File: config.mk
export PLATFORM = sky130hd
export DESIGN_NAME = adc_acq_sequencer
export DESIGN_NICKNAME = d
export VERILOG_FILES = /design/src/rtl/spi_pkg.sv /design/src/rtl/drdy_edge_sync.sv /design/src/rtl/adc_acq_sequencer.sv
export SDC_FILE = /design/constraint.sdc
export NUM_CORES = 1
export LEC_CHECK = 0
export ABC_AREA = 1
export CORE_MARGIN = 2
export CORE_UTILIZATION = 45
export CTS_CLUSTER_DIAMETER = 40
export DETAILED_ROUTE_END_ITERATION = 7
export MAX_ROUTING_LAYER = met4
export PLACE_DENSITY = 0.67
export SKIP_CTS_REPAIR_TIMING = 1
export SLEW_MARGIN = 0
export SYNTH_ARGS = -nofsm -noshare
export SYNTH_HDL_FRONTEND = slang
export SYNTH_SLANG_ARGS = --single-unit
File: constraint.sdc
create_clock -name clock_i -period 4.3 [get_ports clock_i]
set_clock_uncertainty 0.15 [all_clocks]
set_input_delay 0.86 -clock clock_i [delete_from_list [all_inputs] [get_ports clock_i]]
set_output_delay 0.86 -clock clock_i [all_outputs]
set_load 0.02 [all_outputs]
File: src/rtl/spi_pkg.sv
// Shared spi_top command encodings and sequencer state type.
// RDATA encodes as zero so an idle command bus reads as all zeros.
package spi_pkg;

    typedef enum logic [3:0] {
        RDATA    = 4'h0,
        RDATAC   = 4'h1,
        SDATAC   = 4'h2,
        SELFCAL  = 4'h3,
        SELFOCAL = 4'h4,
        SELFGCAL = 4'h5,
        SYNC     = 4'h6,
        WAKEUP   = 4'h7,
        RREG     = 4'h8,
        WREG     = 4'h9
    } transaction_t;

    typedef enum logic [2:0] {
        SEQ_IDLE      = 3'd0,
        SEQ_CAL_ISSUE = 3'd1,
        SEQ_CAL_WAIT  = 3'd2,
        SEQ_ARM       = 3'd3,
        SEQ_RD_ISSUE  = 3'd4,
        SEQ_RD_WAIT   = 3'd5
    } seq_state_t;

endpackage

File: src/rtl/drdy_edge_sync.sv
// Synchronises the asynchronous DRDY_L pin and emits a one-cycle pulse on its falling edge.
// Pin-to-pulse latency is three clocks; a pin held low produces a single pulse.
module drdy_edge_sync (
    input  logic clk,
    input  logic reset_n,
    input  logic drdy_n,
    output logic fall
);

    logic meta_reg;
    logic sync_reg;
    logic sync_d_reg;
    logic fall_reg;

    // Flops clear low so a pin already low when reset releases cannot fake an edge.
    always_ff @(posedge clk) begin
        if (!reset_n) begin
            meta_reg   <= 1'b0;
            sync_reg   <= 1'b0;
            sync_d_reg <= 1'b0;
            fall_reg   <= 1'b0;
        end else begin
            meta_reg   <= drdy_n;
            sync_reg   <= meta_reg;
            sync_d_reg <= sync_reg;
            fall_reg   <= sync_d_reg & ~sync_reg;
        end
    end

    assign fall = fall_reg;

endmodule

File: src/rtl/adc_acq_sequencer.sv
// Command sequencer for spi_top: optional SELFCAL, then one RDATA per DRDY falling edge
// until the target count or a stop request; flags DRDY overruns and hung transactions.
module adc_acq_sequencer
    import spi_pkg::*;
#(
    parameter int CNT_W       = 16,
    parameter int TIMEOUT_CYC = 100_000_000,
    parameter bit DO_SELFCAL  = 1'b1
) (
    input  logic             clock_i,
    input  logic             reset_L_i,
    input  logic             start_i,
    input  logic             stop_i,
    input  logic [CNT_W-1:0] num_samples_i,
    input  logic             DRDY_L_i,
    output logic             transaction_start_o,
    output transaction_t     transaction_o,
    input  logic             transaction_done_i,
    output logic             busy_o,
    output logic [CNT_W-1:0] sample_count_o,
    output logic             overrun_o,
    output logic             timeout_o
);

    localparam int TMO_W = $clog2(TIMEOUT_CYC + 1);
    localparam logic [TMO_W-1:0] TMO_LAST = TMO_W'(TIMEOUT_CYC - 1);

    seq_state_t       state_reg, state_next;
    logic [CNT_W-1:0] target_reg;
    logic [CNT_W-1:0] count_reg;
    logic [CNT_W-1:0] count_inc;
    logic [TMO_W-1:0] tmo_cnt_reg;
    logic             overrun_reg;
    logic             timeout_reg;
    logic             stop_pend_reg;
    logic             drdy_fall;
    logic             in_issue;
    logic             in_wait;
    logic             tmo_expired;
    logic             hit_target;
    logic             accept_start;

    drdy_edge_sync u_drdy_edge_sync (
        .clk     (clock_i),
        .reset_n (reset_L_i),
        .drdy_n  (DRDY_L_i),
        .fall    (drdy_fall)
    );

    assign in_issue     = (state_reg == SEQ_CAL_ISSUE) || (state_reg == SEQ_RD_ISSUE);
    assign in_wait      = (state_reg == SEQ_CAL_WAIT)  || (state_reg == SEQ_RD_WAIT);
    assign tmo_expired  = (tmo_cnt_reg == TMO_LAST);
    assign count_inc    = (&count_reg) ? count_reg : count_reg + 1'b1;
    assign hit_target   = (target_reg != '0) && (count_inc == target_reg);
    assign accept_start = (state_reg == SEQ_IDLE) && start_i && !stop_i;

    always_ff @(posedge clock_i) begin
        if (!reset_L_i) begin
            state_reg <= SEQ_IDLE;
        end else begin
            state_reg <= state_next;
        end
    end

    always_comb begin
        state_next = state_reg;
        case (state_reg)
            SEQ_IDLE: begin
                if (start_i && !stop_i) begin
                    state_next = DO_SELFCAL ? SEQ_CAL_ISSUE : SEQ_ARM;
                end
            end
            SEQ_CAL_ISSUE: state_next = SEQ_CAL_WAIT;
            SEQ_CAL_WAIT: begin
                if (transaction_done_i) begin
                    state_next = (stop_pend_reg || stop_i) ? SEQ_IDLE : SEQ_ARM;
                end else if (tmo_expired) begin
                    state_next = SEQ_IDLE;
                end
            end
            SEQ_ARM: begin
                if (stop_i) begin
                    state_next = SEQ_IDLE;
                end else if (drdy_fall) begin
                    state_next = SEQ_RD_ISSUE;
                end
            end
            SEQ_RD_ISSUE: state_next = SEQ_RD_WAIT;
            SEQ_RD_WAIT: begin
                if (transaction_done_i) begin
                    state_next = (stop_pend_reg || stop_i || hit_target) ? SEQ_IDLE : SEQ_ARM;
                end else if (tmo_expired) begin
                    state_next = SEQ_IDLE;
                end
            end
            default: state_next = SEQ_IDLE;
        endcase
    end

    always_comb begin
        transaction_start_o = 1'b0;
        transaction_o       = RDATA;
        busy_o              = (state_reg != SEQ_IDLE);
        case (state_reg)
            SEQ_CAL_ISSUE: begin
                transaction_start_o = 1'b1;
                transaction_o       = SELFCAL;
            end
            SEQ_CAL_WAIT: transaction_o = SELFCAL;
            SEQ_RD_ISSUE: transaction_start_o = 1'b1;
            default: ;
        endcase
    end

    // A stop arriving while a frame is launched or in flight is deferred until its done.
    always_ff @(posedge clock_i) begin
        if (!reset_L_i) begin
            target_reg    <= '0;
            count_reg     <= '0;
            tmo_cnt_reg   <= '0;
            overrun_reg   <= 1'b0;
            timeout_reg   <= 1'b0;
            stop_pend_reg <= 1'b0;
        end else begin
            if (accept_start) begin
                target_reg    <= num_samples_i;
                count_reg     <= '0;
                overrun_reg   <= 1'b0;
                timeout_reg   <= 1'b0;
                stop_pend_reg <= 1'b0;
            end
            if (in_issue) begin
                tmo_cnt_reg <= '0;
            end else if (in_wait) begin
                tmo_cnt_reg <= tmo_cnt_reg + 1'b1;
            end
            if ((in_issue || in_wait) && stop_i) begin
                stop_pend_reg <= 1'b1;
            end
            if ((state_reg == SEQ_RD_WAIT) && transaction_done_i) begin
                count_reg <= count_inc;
            end
            if (((state_reg == SEQ_RD_ISSUE) || (state_reg == SEQ_RD_WAIT)) && drdy_fall) begin
                overrun_reg <= 1'b1;
            end
            if (in_wait && !transaction_done_i && tmo_expired) begin
                timeout_reg <= 1'b1;
            end
        end
    end

    assign sample_count_o = count_reg;
    assign overrun_o      = overrun_reg;
    assign timeout_o      = timeout_reg;

endmodule

==> summary.md <==
| Metric | Value |
|---|---|
| Outcome | complete, no violations |
| GR Overflow Total | 0 |
| Final GP Congestion | 0.873 |
| CTS buffer count | 9 |
| Vias in the first global route | 3,440 |
| Placed Instances | 726 |
| Mapped Area | 3780 um2 |
| Final period util | 70.8% |
| Unrepaired setup endpoints after global routing | no |
| Clock power frac | 35.3% |
| Reported net switching power | 397 uW |
| Main synth FF type | dfxtp_1 |
| Yosys warnings | 0 |
| Mean Syn Cell Area | 6.42 um2 |
| Critical path class | reg -> out |
| Nets | 656 |
| Max-slew violation count | 0 |
| Layout cells sized above 1 | 7.85% |
| CTS tree | yes |
| Final setup TNS | 0 ns |
| Total inserted antenna cells | 0 |
| Row Count | 33 |
| Critical path required time | 3.29 ns |
| Clock Tree Buf Depth | 2 |
| Critical Path Max Stage Delay | 0.68 ns |
| DRC | 0 |
| Gr usage total | 22.3% |
| Initial Util | 46.2% |
| Initial antenna violation count | 0 |
| Ys async rst share | 0% |
| Initial DRT Pass Iterations | 5 |
| Vias post-DR | 3,776 |
| Final-report hold violation count | 0 |
| Cell Pwr Density | 304 nW/um2 |
| Pint | 963 uW |
| EDFF count, synth | 0 |
| Std-Cell Core Area | 8180 um2 |
| Worst VDD drop | 0.000164 V |
| Detailed Place HPWL | 6980 um |
| CP cell instances | nor2_1 > inv_1 > o21ai_0 > clkdlybuf4s50_1 |
| Minimum clock period | 3.05 ns |
| Number of DRC markers in iteration 0 | 264 |
| Max FFs per register | 27 |
| Sink Count | 69 |
| Worst-skew pair later-pin latency | 0.35 ns |
| Final-report setup violation count | 0 |
| Critical path peak fanout | 6 |
| IO buf count | 43 |
| H-tree levels | 3 |
| Synth Register Bits | 69 |
| Vias per cell | 5.09 |
| CP max-delay cell | clkdlybuf4s50_1 |
| Hold Crit Class | reg -> reg |
| Sequential share of power | 49.7% |
| Max-cap violations | 0 |
| Largest net degree at the start of global routing | 36 |
| I/O pins | 46 |
| Cell count after synthesis | 589 |
| Die footprint | 9150 um2 |
| Horiz. Die Dim | 95.6 um |
| WL/cell | 12.4 um |
| Detail Route Antenna Nets | 0 |
| Clock transition at path regs | 0.08 ns |
| Relative slew margins | 35.9% |
| Combinational share of power | 15.0% |
| Leakage | 1.68 nW |
| Critical Path AT | 2.04 ns |
| First-pass GRT wire length | 15,400 um |
| Least-Margin Pin Slew | 0.960 ns |
| Die span in y | 95.6 um |
| Part of the Yosys area used for sequential elements | 36.6% |
| Worst setup SP type | register |
| Crit path from | state_reg[0]$_SDFFE_PN0P_ |
| Clk root buf | clkbuf_8 |
| Total Routed Length | 9230 um |
| Worst reg2reg startpoint | sample_count_o[0]$_SDFFE_PN0P_ |
| Post-Layout Cell Count | 742 |
| CP endpoint kind | primary output |
| Fmax | 328 MHz |
| Syn-to-layout area delta | 18.3% |
| Cell variety after synth | 35 |
| Sw Ratio | 29.2% |
| Hold path start | u_drdy_edge_sync.sync_reg$_SDFF_PN0_ |
| R2R setup slack | 1.63 ns |
==> power by group through the flow <==
| stage | combinational [mW] | sequential, mW | clock (mW) |
|---|---|---|---|
| detailed placement | 0.204 | 0.691 | 0 |
| global route | 0.229 | 0.680 | 0.517 |
| global placement | 0.201 | 0.690 | 0 |
| finish | 0.205 | 0.676 | 0.480 |
| floorplan | 0.137 | 0.687 | 0 |
| CTS | 0.205 | 0.676 | 0.489 |
==> cells in the final DEF, fill, tap and decap left out, drive strengths merged <==
master / instances
dfxtp: 69
clkbuf: 10
nand2: 165
clkinvlp: 2
a21oi: 57
xor2: 6
xnor2: 3
o21ai: 32
nand3b: 2
conb: 2
nor4: 1
inv: 71
buf: 4
nand3: 48
nand4: 18
a221oi: 1
clkdlybuf4s50: 43
o21bai: 3
o21a: 2
nor3: 16
ha: 2
nor2: 71
clkinv: 5
or2: 2
or3: 1
a31oi: 1
==> logic make-up (layout without fill, tap and decap cells) <==
family	after synthesis	count (layout)	synth area share (%)
compound gates	96	96	13.2
xor+xnor	9	9	2.09
fa+ha+maj	2	2	0.662
buf+inv	88	135	9.30
flops	69	69	36.6
other cells	1	2	0.0992
simple gates	324	324	38.1
==> path summary, 6_finish.rpt <==
check                                endpoint  depth (start not counted)
max                       transaction_start_o                          4
min          u_drdy_edge_sync.fall$_SDFF_PN0_                          1
max reg2reg         state_reg[0]$_SDFFE_PN0P_                         18
min reg2reg  u_drdy_edge_sync.fall$_SDFF_PN0_                          1
==> critical path, delay by kind of cell, from the launching register on <==
kind,cells,cell delay (ns)
flip-flops,1,0.38
buffers and inverters,2,0.76
AND/OR/NAND/NOR,1,0.20
AO/OA/AOI/OAI,1,0.33
==> synthesized netlist by cell type, drive strengths merged, types with 2 or more instances <==
library cell	count	area share, %
nand2	165	17
inv	71	7.1
nor2	71	8.0
dfxtp	69	37
a21oi	57	7.5
nand3	48	6.5
o21ai	32	4.2
nand4	18	3.0
nor3	16	2.7
clkbuf	11	1.1
xor2	6	1.4
buf	5	1.0
o21bai	3	0.60
xnor2	3	0.70
ha	2	0.66
nand3b	2	0.40
o21a	2	0.40
or2	2	0.33
==> through the flow <==
step / hold WS, ns / utilization (%) / instance area, um2 / power, mW / setup slack [ns]
3_5_place_dp: 0.255 / 52.5 / 4290 / 0.895 / 1.06
5_1_grt: 0.272 / 54.7 / 4470 / 1.43 / 1.16
6_report: 0.260 / 54.7 / 4470 / 1.36 / 1.25
4_1_cts: 0.261 / 54.7 / 4470 / 1.37 / 1.27
3_3_place_gp: 0.249 / 52.5 / 4290 / 0.891 / 1.06
2_1_floorplan: 0.240 / - / 3780 / 0.824 / 1.98
==> metal layers <==
metal | GRT usage, % | vias to the layer above | wire length (um)
li1 | - | 1987 | -
met5 | - | - | 0
met1 | 26.1 | 1682 | 4280
met3 | 5.45 | 16 | 386
met4 | 7.86 | 0 | 208
met2 | 37.1 | 91 | 4350
==> area by class of cell <==
class                   count  area (um2)
fillers                   835        3700
clock inverters             6        38.8
repair buffers             47         460
inverters                  72         272
multi-input cells         433        2050
well taps                 105         131
clock buffers              10         138
flip-flops and latches     69        1380
Note: power is estimated with default switching activity, not from simulation.
